$ cat config.mk
export PLATFORM = sky130hd
export DESIGN_NAME = ptp_cfg_sequencer
export DESIGN_NICKNAME = d
export VERILOG_FILES = /design/src/rtl/ptp_cfg_sequencer.sv
export SDC_FILE = /design/constraint.sdc
export NUM_CORES = 1
export LEC_CHECK = 0
export CORE_MARGIN = 4
export CORE_UTILIZATION = 41
export DETAILED_ROUTE_END_ITERATION = 7
export GPL_TIMING_DRIVEN = 1
export PLACE_DENSITY = 0.77
export SLEW_MARGIN = 20
export SYNTH_ARGS = -nofsm -noshare
export SYNTH_HDL_FRONTEND = slang
export SYNTH_SLANG_ARGS = --single-unit
$ cat constraint.sdc
create_clock -name clk -period 5.7 [get_ports clk]
set_input_delay 1.425 -clock clk [delete_from_list [all_inputs] [get_ports clk]]
set_output_delay 1.425 -clock clk [all_outputs]
set_load 0.05 [all_outputs]
$ cat src/rtl/ptp_cfg_sequencer.sv
// ptp_cfg_sequencer: runs the ptpv2 core bring-up write sequence on start and passes host accesses through otherwise.
// Optional ack timeout enabled by defining PTP_CFG_SEQ_TIMEOUT_EN.
`ifndef TSU_BLK_ADDR
`define TSU_BLK_ADDR 4'h1
`endif
`ifndef TSU_CFG_ADDR
`define TSU_CFG_ADDR 4'h0
`endif
`ifndef RTC_BLK_ADDR
`define RTC_BLK_ADDR 4'h2
`endif
`ifndef TICK_INC_ADDR
`define TICK_INC_ADDR 4'h0
`endif
`ifndef NS_OFST_ADDR
`define NS_OFST_ADDR 4'h1
`endif
`ifndef SC_OFST0_ADDR
`define SC_OFST0_ADDR 4'h2
`endif
`ifndef SC_OFST1_ADDR
`define SC_OFST1_ADDR 4'h3
`endif
`ifndef RTC_CTL_ADDR
`define RTC_CTL_ADDR 4'h4
`endif
module ptp_cfg_sequencer #(
  parameter int ADDR_W = 8,
  parameter logic [ADDR_W-1:0] TSU_CFG_A = {`TSU_BLK_ADDR, `TSU_CFG_ADDR},
  parameter logic [ADDR_W-1:0] TICK_A = {`RTC_BLK_ADDR, `TICK_INC_ADDR},
  parameter logic [ADDR_W-1:0] NS_A = {`RTC_BLK_ADDR, `NS_OFST_ADDR},
  parameter logic [ADDR_W-1:0] SC0_A = {`RTC_BLK_ADDR, `SC_OFST0_ADDR},
  parameter logic [ADDR_W-1:0] SC1_A = {`RTC_BLK_ADDR, `SC_OFST1_ADDR},
  parameter logic [ADDR_W-1:0] CTL_A = {`RTC_BLK_ADDR, `RTC_CTL_ADDR},
  parameter int TIMEOUT = 255
) (
  input  logic              clk,
  input  logic              rst,
  input  logic              start_i,
  input  logic              init_rtc_i,
  input  logic [2:0]        clk_ctl_i,
  input  logic              bypass_i,
  input  logic [31:0]       tick_inc_i,
  input  logic [31:0]       ns_ofst_i,
  input  logic [47:0]       sc_ofst_i,
  output logic              busy_o,
  output logic              done_o,
  output logic              err_o,
  input  logic              host_req_i,
  input  logic              host_wr_i,
  input  logic [ADDR_W-1:0] host_addr_i,
  input  logic [31:0]       host_wdata_i,
  output logic              host_ack_o,
  output logic [31:0]       host_rdata_o,
  output logic              reg_wr_o,
  output logic              reg_rd_o,
  output logic [ADDR_W-1:0] reg_addr_o,
  output logic [31:0]       reg_wdata_o,
  input  logic              reg_ack_i,
  input  logic [31:0]       reg_rdata_i
);
  typedef enum logic [2:0] {IDLE, HOST, SEQ_ISSUE, SEQ_WAIT, GAP, DONE} state_t;
  state_t state, state_n;
  logic acc, go, pend, seq_stb, stb, tmo, rtc_s, bypass_s;
  logic [2:0] clk_ctl_s, idx, last;
  logic [31:0] tick_s, ns_s;
  logic [47:0] sc_s;
  assign busy_o = state inside {SEQ_ISSUE, SEQ_WAIT, GAP, DONE};
  assign acc = start_i && !busy_o;
  assign go = start_i || pend;
  assign seq_stb = state inside {SEQ_ISSUE, SEQ_WAIT};
  assign stb = seq_stb || state == HOST;
  assign last = rtc_s ? 3'd5 : 3'd1;
`ifdef PTP_CFG_SEQ_TIMEOUT_EN
  logic [7:0] cnt;
  assign tmo = stb && !reg_ack_i && cnt == 8'(TIMEOUT - 1);
  always_ff @(posedge clk or posedge rst)
    if (rst) begin
      cnt <= '0;
      err_o <= 1'b0;
    end else begin
      cnt <= stb ? cnt + 8'd1 : 8'd0;
      err_o <= acc ? 1'b0 : tmo ? 1'b1 : err_o;
    end
`else
  assign tmo = 1'b0;
  assign err_o = 1'b0;
`endif
  always_ff @(posedge clk or posedge rst)
    if (rst) state <= IDLE;
    else state <= state_n;
  // host_ack_o marks the turnaround cycle: nothing new is accepted while it is high
  always_comb begin
    state_n = state;
    case (state)
      IDLE: state_n = host_ack_o ? IDLE : go ? SEQ_ISSUE : host_req_i ? HOST : IDLE;
      HOST: state_n = (reg_ack_i || tmo) ? IDLE : HOST;
      SEQ_ISSUE, SEQ_WAIT: state_n = tmo ? IDLE : !reg_ack_i ? SEQ_WAIT : idx == last ? DONE : GAP;
      GAP: state_n = SEQ_ISSUE;
      default: state_n = IDLE;
    endcase
  end
  always_comb begin
    reg_wr_o = seq_stb || (state == HOST && host_wr_i);
    reg_rd_o = state == HOST && !host_wr_i;
    reg_addr_o = state == HOST ? host_addr_i : !seq_stb ? '0 :
                 idx == 3'd0 ? TSU_CFG_A : idx == 3'd1 ? TICK_A : idx == 3'd2 ? NS_A :
                 idx == 3'd3 ? SC0_A : idx == 3'd4 ? SC1_A : CTL_A;
    reg_wdata_o = state == HOST ? host_wdata_i : !seq_stb ? '0 :
                  idx == 3'd0 ? {27'b0, bypass_s, 1'b0, clk_ctl_s} : idx == 3'd1 ? tick_s :
                  idx == 3'd2 ? ns_s : idx == 3'd3 ? {16'b0, sc_s[47:32]} :
                  idx == 3'd4 ? sc_s[31:0] : 32'h1;
  end
  always_ff @(posedge clk or posedge rst)
    if (rst) begin
      pend <= 1'b0;
      rtc_s <= 1'b0;
      bypass_s <= 1'b0;
      clk_ctl_s <= '0;
      tick_s <= '0;
      ns_s <= '0;
      sc_s <= '0;
      idx <= '0;
      done_o <= 1'b0;
      host_ack_o <= 1'b0;
      host_rdata_o <= '0;
    end else begin
      pend <= (state == IDLE && state_n == SEQ_ISSUE) ? 1'b0 : pend || acc;
      if (acc) begin
        rtc_s <= init_rtc_i;
        bypass_s <= bypass_i;
        clk_ctl_s <= clk_ctl_i;
        tick_s <= tick_inc_i;
        ns_s <= ns_ofst_i;
        sc_s <= sc_ofst_i;
      end
      idx <= (seq_stb && reg_ack_i) ? idx + 3'd1 : state == IDLE ? 3'd0 : idx;
      done_o <= acc ? 1'b0 : state == DONE ? 1'b1 : done_o;
      host_ack_o <= state == HOST && (reg_ack_i || tmo);
      host_rdata_o <= (state == HOST && reg_ack_i) ? reg_rdata_i :
                      (state == HOST && tmo) ? 32'hDEAD_BEEF : host_rdata_o;
    end
endmodule

Word level (Yosys, flattened, before mapping) --
Index checks and enable logic that the tools add are counted.
Operators by class: reduce and logical (&&, ||, !) cells 18, add/subtract/negate cells 1, eq/ne operators 11, multiplexer cells 28
Operator list (count):
- 32-bit two-way mux | 8
- 3-bit two-way mux | 8
- 3-bit by 2-bit == test with 1-bit output (second input constant) | 5
- 6-bit two-way mux | 2
- 3-bit case mux with 4 select lines | 1
- 3-bit == test (second input constant) | 3
- 8-bit two-way mux | 1
- 3-bit by 1-bit == test with 1-bit output (second input constant) | 2
- 1-bit logical AND | 6
- 3-bit zero test | 2
- 1-bit two-way mux | 6
- 2-bit nonzero test | 3
- 2-bit two-way mux | 2
- 4-bit nonzero test | 1
- 3-bit by 1-bit adder with 3-bit output (second input constant) | 1
- 3-bit == test | 1
- 1-bit logical OR | 3
- 1-bit zero test | 2
- 2-bit OR reduction | 1
Word-level totals: logic and storage cells 70, input bits 195, output and inout port bits 78, bits in registers 158

Logic depth before layout (Yosys ltp) --
depth in word-level cells 8, mapped depth 9, mapped depth without buffers 6

Worst setup path after synthesis --
OpenSTA, ideal clock, no wires.
path kind register to output, start point register idx[0], end point output reg_wdata_o[10], buffers on the path 3, data arrival time 2.758 ns, cell stages (with the launch flop) 9, data required time 4.275 ns, path slack 1.517 ns, path through dfrtp_1 > ha_1 > ha_1 > buf_2 > nor2b_1 > clkbuf_2 > clkbuf_1 > a21oi_1 > o31ai_1
Between the ends: cells in the longest elaborated chain, start to end 8, elaborated cells between the ends (all ways) 12, classes of those cells eq/ne: 4; mux: 7; reduce/logical: 1
Ends and longest elaborated chain:
- from (decl) | RTL line 65 | logic [2:0] clk_ctl_s, idx, last;
- from (signal assigned) | RTL line 137 | idx <= (seq_stb && reg_ack_i) ? idx + 3'd1 : state == IDLE ? 3'd0 : idx;
- 3-bit == test | RTL line 112 | idx == 3'd4 ? sc_s[31:0] : 32'h1;
- 32-bit two-way mux | RTL line 112
- 32-bit two-way mux (2 in series) | RTL line 111 | idx == 3'd2 ? ns_s : idx == 3'd3 ? {16'b0, sc_s[47:32]} :
- 32-bit two-way mux | RTL line 110 | idx == 3'd0 ? {27'b0, bypass_s, 1'b0, clk_ctl_s} : idx == 3'd1 ? tick_s :
- 32-bit two-way mux (*) | RTL line 110
- 32-bit two-way mux (*) (2 in series) | RTL line 109 | reg_wdata_o = state == HOST ? host_wdata_i : !seq_stb ? '0 :
- to (decl) | RTL line 58 | output logic [31:0] reg_wdata_o,
Every way passes the cells marked *; elsewhere a longest branch is shown, timed or not.

Worst setup path after layout --
start point register state[1], end point output reg_wdata_o[27]
Between the ends: cells in the longest elaborated chain, start to end 4, elaborated cells between the ends (all ways) 6, classes of those cells eq/ne: 3; mux: 2; reduce/logical: 1
Ends and longest elaborated chain:
- from (decl) | RTL line 63 | state_t state, state_n;
- from (signal assigned) | RTL line 91 | else state <= state_n;
- 3-bit by 2-bit == test with 1-bit output | RTL line 71 | assign seq_stb = state inside {SEQ_ISSUE, SEQ_WAIT};
- 2-bit nonzero test | RTL line 71
- 32-bit two-way mux | RTL line 109
- 32-bit two-way mux (*) | RTL line 109
Marked as above.

==> impl.org <==
** Outcome
- The flow ran to the end, and the final reports show no timing, DRC or antenna violations.

** Logic synthesis
- Yosys attributes the largest share of cell area to sky130_fd_sc_hd__dfrtp_1 51%, sky130_fd_sc_hd__mux2_2 17%, sky130_fd_sc_hd__a21oi_1 5.5%, sky130_fd_sc_hd__mux2_1 4.4%, sky130_fd_sc_hd__o21ai_0 3.5%.
- For this run, the number of Yosys warnings is 0.
- After synthesis, the largest area contributor takes up roughly 51% of total cell area.
- After synthesis the cells add up to 0.00776 mm².
- Number of distinct library cell variants in the gate-level netlist after synthesis :: 39
- Synth async-reset ratio :: 100%
- Among all flip-flop cells after synthesis, the most frequent one is sky130_fd_sc_hd__dfrtp_1.
- The number of nets handed over by synthesis was 925.
- Part of the Yosys area used for sequential elements :: between 50% and 60%
- Post-Syn Area per Cell :: 10.7 µm²
- Synthesized instance count :: 725
- Flip-flop and latch count after synthesis :: 158
- The largest total area in the synthesized netlist belongs to sky130_fd_sc_hd__dfrtp_1.
- Number of synthesized flops with an enable pin :: 0
- Sorting the synthesized cells by how often they occur yields 158 x sky130_fd_sc_hd__dfrtp_1, 119 x sky130_fd_sc_hd__mux2_2, 85 x sky130_fd_sc_hd__a21oi_1.
- Most frequently used cell type in the post-synthesis netlist :: sky130_fd_sc_hd__dfrtp_1

** Job
- Max Cap Viol :: 0

** Die
- The floorplan has 50 rows.
- Initial core utilization :: 41.6%
- Boundary Pins :: 273
- Area enclosed by the die boundary :: approximately 0.021 mm²
- Floorplan core area :: 0.0186 mm²
- Die boundary width :: 146 µm
- Height of the chip :: approximately 150 µm

** STA
- Max-slew violation total from the final report :: 0
- Static timing analysis puts the maximum clock frequency at 212 MHz.
- Final critical-path share of the clock period :: between 80% and 90%
- Final-report setup violation count :: 0
- Worst slew slack as a fraction of its limit :: 31.2%
- Final Critical Period :: about 4.7 ns
- Setup repair after global routing left no endpoint under its margin.
- For the final routed database, the setup TNS stands at 0 ns.
- Least-Margin Pin Slew :: roughly 1.0 ns
- Worst-case clock skew :: about 0.0080 ns
- Fin. Hold Viols :: 0

** Power and ir drop
- Net Sw Power :: 2.74 mW
- PwrDens :: 575 mW/mm²
- Combinational cells account for 50.3% of the total power.
- Summing internal, switching and leakage power gives 6.44 mW.
- IR analysis of the VDD net gives a maximum drop of 0.343 mV.
- In this run switching power makes up 42.6% of total power.
- Internal power comes to ~3.7 mW.
- Sequential power share :: a little under a third
- Leakage power :: roughly 4.7 nW
- Clock network fraction of total power :: 18.7%

** Drt
- In this run, the number of DRC markers left after iteration 0 of detailed routing was 239.
- Post-route DRC :: 0
- Drt pass-1 iters :: 4
- Once detail routing completed, the nets flagged for antenna violations numbered 0.
- In the final routed layout, each cell accounts on average for 18.3 µm.
- The final layout contains routed wiring with a total length of 22400 µm.
- Summing over every cut layer, the via total after detailed routing is 6434.
- Vias per std cell :: 5.27

** Clock network
- The H-tree was split into 4 levels.
- The longest clock path from root to sink contains 2 buffers.
- The number of setup buffers added after CTS is 0.
- Root cell of the clock tree :: sky130_fd_sc_hd__clkbuf_16
- TritonCTS clock tree :: yes
- The later pin in the worst-skew pair is clocked with a latency of ~0.42 ns.
- Clock transition at the registers of the reported paths :: 0.06 ns
- Hold repair after CTS inserted 0 buffers.
- The clock drives ~160 sinks.
- The number of gates resized after CTS was 0.
- Counting the buffers created by CTS gives 17.

** Finish
- Net count reported at finish :: about 1.2k
- The filler cells instantiated in the layout total 1562.
- Synthesis-to-finish area growth :: 44.6%
- In the final layout, the share of cells above drive strength 1 is around 20%.

** Setup path
- STA puts the critical path data arrival time at about 3.3 ns.
- Crit Path Category :: flip-flop to output pin
- Startpoint of the most critical register-to-register path :: state[1]$_DFF_PP0_
- The worst setup path is launched from a flip-flop.
- Along the worst path, the maximum fanout reaches 29.
- At the worst endpoint, the required time is 4.28 ns.
- Endpoint kind of the worst setup timing path :: output pin
- Critical path origin :: state[1]$_DFF_PP0_

** Min path
- Class of the tightest hold or removal check :: flip-flop to flip-flop
- In this run the most critical hold path is launched from tick_s[7]$_DFFE_PP0P_.

** Global routing
- Global-route wire length before repair :: 35900 µm
- Pin count of the biggest net entering global routing :: 108
- After global routing the overflow that remains totals 0.
- Vias in the first global route :: slightly below 7k
- Global routing used about a fifth of the available tracks across all layers.
- Initial antenna violation count :: 1

** Placed design
- IO Port Bufs :: roughly 270
- The congestion estimate from routability-driven global placement came to 0.819.
- Placed wire-length estimate :: between 15000 and 20000 µm
[power by group through the flow]
stage                     registers [mW]  clock network (mW)  logic (mW)
after floorplan                     2.35                   0        1.90
final                               2.00                1.20        3.24
after global placement              1.98                   0        3.21
after global routing                2.07                1.28        3.47
after detailed placement            2.02                   0        3.26
after CTS                           2.00                1.22        3.27
[kinds of logic after synthesis]
group	count (synthesis)	synth area share, %
flops	158	51.0
fa+ha+maj	5	0.807
buf+inv	94	5.52
simple gates	131	7.32
xor+xnor	1	0.113
other cells	1	0.0483
mux	150	21.8
compound gates	185	13.5
[worst paths after layout]
kind	endpoint	slack, ns	cells past startpoint
max	reg_wdata_o[27]	0.99	6
min in group asynchronous	host_rdata_o[8]$_DFFE_PP0P_	1.32	2
max in group asynchronous	sc_s[7]$_DFFE_PP0P_	3.43	4
min reg2reg	tick_s[7]$_DFFE_PP0P_	0.49	1
max reg2reg	host_rdata_o[25]$_DFFE_PP0P_	3.43	3
min	tick_s[7]$_DFFE_PP0P_	0.49	1
[stage by stage]
| step | worst slack, ns | cells | util, % | cell area (µm²) | hold slack [ns] |
|---|---|---|---|---|---|
| after floorplan | 0.0118 | 725 | - | 7760 | 0.464 |
| after global placement | 1.37 | 1188 | 56.6 | 10600 | 0.474 |
| after detailed placement | 1.37 | 1188 | 56.6 | 10600 | 0.482 |
| after CTS | 0.986 | 1220 | 60.0 | 11200 | 0.495 |
| after global routing | 0.814 | 1222 | 60.1 | 11200 | 0.499 |
| final | 0.991 | 1222 | 60.1 | 11200 | 0.491 |
[area by class of cell]
class	count	area [µm²]	area share, %
Inverter	38	148	1.32
Clock inverter	15	198	1.76
Sequential cell	158	3960	35.3
Antenna cell	1	2.50	0.0223
Timing Repair Buffer	286	2800	24.9
Multi-Input combinational cell	473	3400	30.3
Tap cell	234	293	2.61
Clock buffer	17	425	3.79
[per-layer routing]
layer	vias to the layer above	wire (µm)	track usage, %
met4	0	487	7.31
met1	3182	9520	26.7
met3	33	1210	4.83
li1	3022	-	-
met2	197	11200	35.1
met5	-	0	0
[state kept, by name, summed over array words and instances, names as in the netlist]
signal	flops
sc_s	48
host_ack_o	1
ns_s	32
tick_s	32
rtc_s	1
host_rdata_o	32
clk_ctl_s	3
idx	3
done_o	1
bypass_s	1
state	3
pend	1
[worst max-delay path, cell delays in order, from the launching register on]
cell                              delay (ns)
sky130_fd_sc_hd__dfrtp_1                0.53
sky130_fd_sc_hd__nor2b_1                0.29
sky130_fd_sc_hd__nor2b_4                0.73
sky130_fd_sc_hd__buf_4                  0.32
sky130_fd_sc_hd__nand2_1                0.07
sky130_fd_sc_hd__o21ai_0                0.08
sky130_fd_sc_hd__clkdlybuf4s50_1        0.84
[placed cells by master (no fill, tap or decap), types with 2 or more instances in the layout]
cell type,n
sky130_fd_sc_hd__a211oi_1,15
sky130_fd_sc_hd__a21oi_1,85
sky130_fd_sc_hd__a22o_1,4
sky130_fd_sc_hd__a22oi_1,4
sky130_fd_sc_hd__and2_1,4
sky130_fd_sc_hd__buf_4,34
sky130_fd_sc_hd__bufinv_16,3
sky130_fd_sc_hd__clkbuf_16,17
sky130_fd_sc_hd__clkdlybuf4s50_1,251
sky130_fd_sc_hd__clkinv_4,4
sky130_fd_sc_hd__dfrtp_1,157
sky130_fd_sc_hd__ha_1,2
sky130_fd_sc_hd__ha_2,3
sky130_fd_sc_hd__inv_1,37
sky130_fd_sc_hd__inv_6,4
sky130_fd_sc_hd__inv_8,3
sky130_fd_sc_hd__mux2_1,30
sky130_fd_sc_hd__mux2_2,119
sky130_fd_sc_hd__nand2_1,65
sky130_fd_sc_hd__nand2b_1,4
sky130_fd_sc_hd__nor2_1,43
sky130_fd_sc_hd__nor2b_1,5
sky130_fd_sc_hd__nor2b_4,2
sky130_fd_sc_hd__o21ai_0,54
sky130_fd_sc_hd__o22ai_1,2
sky130_fd_sc_hd__o31ai_1,15
sky130_fd_sc_hd__or2_2,2
No activity file was read; power rests on OpenSTA's default activity.
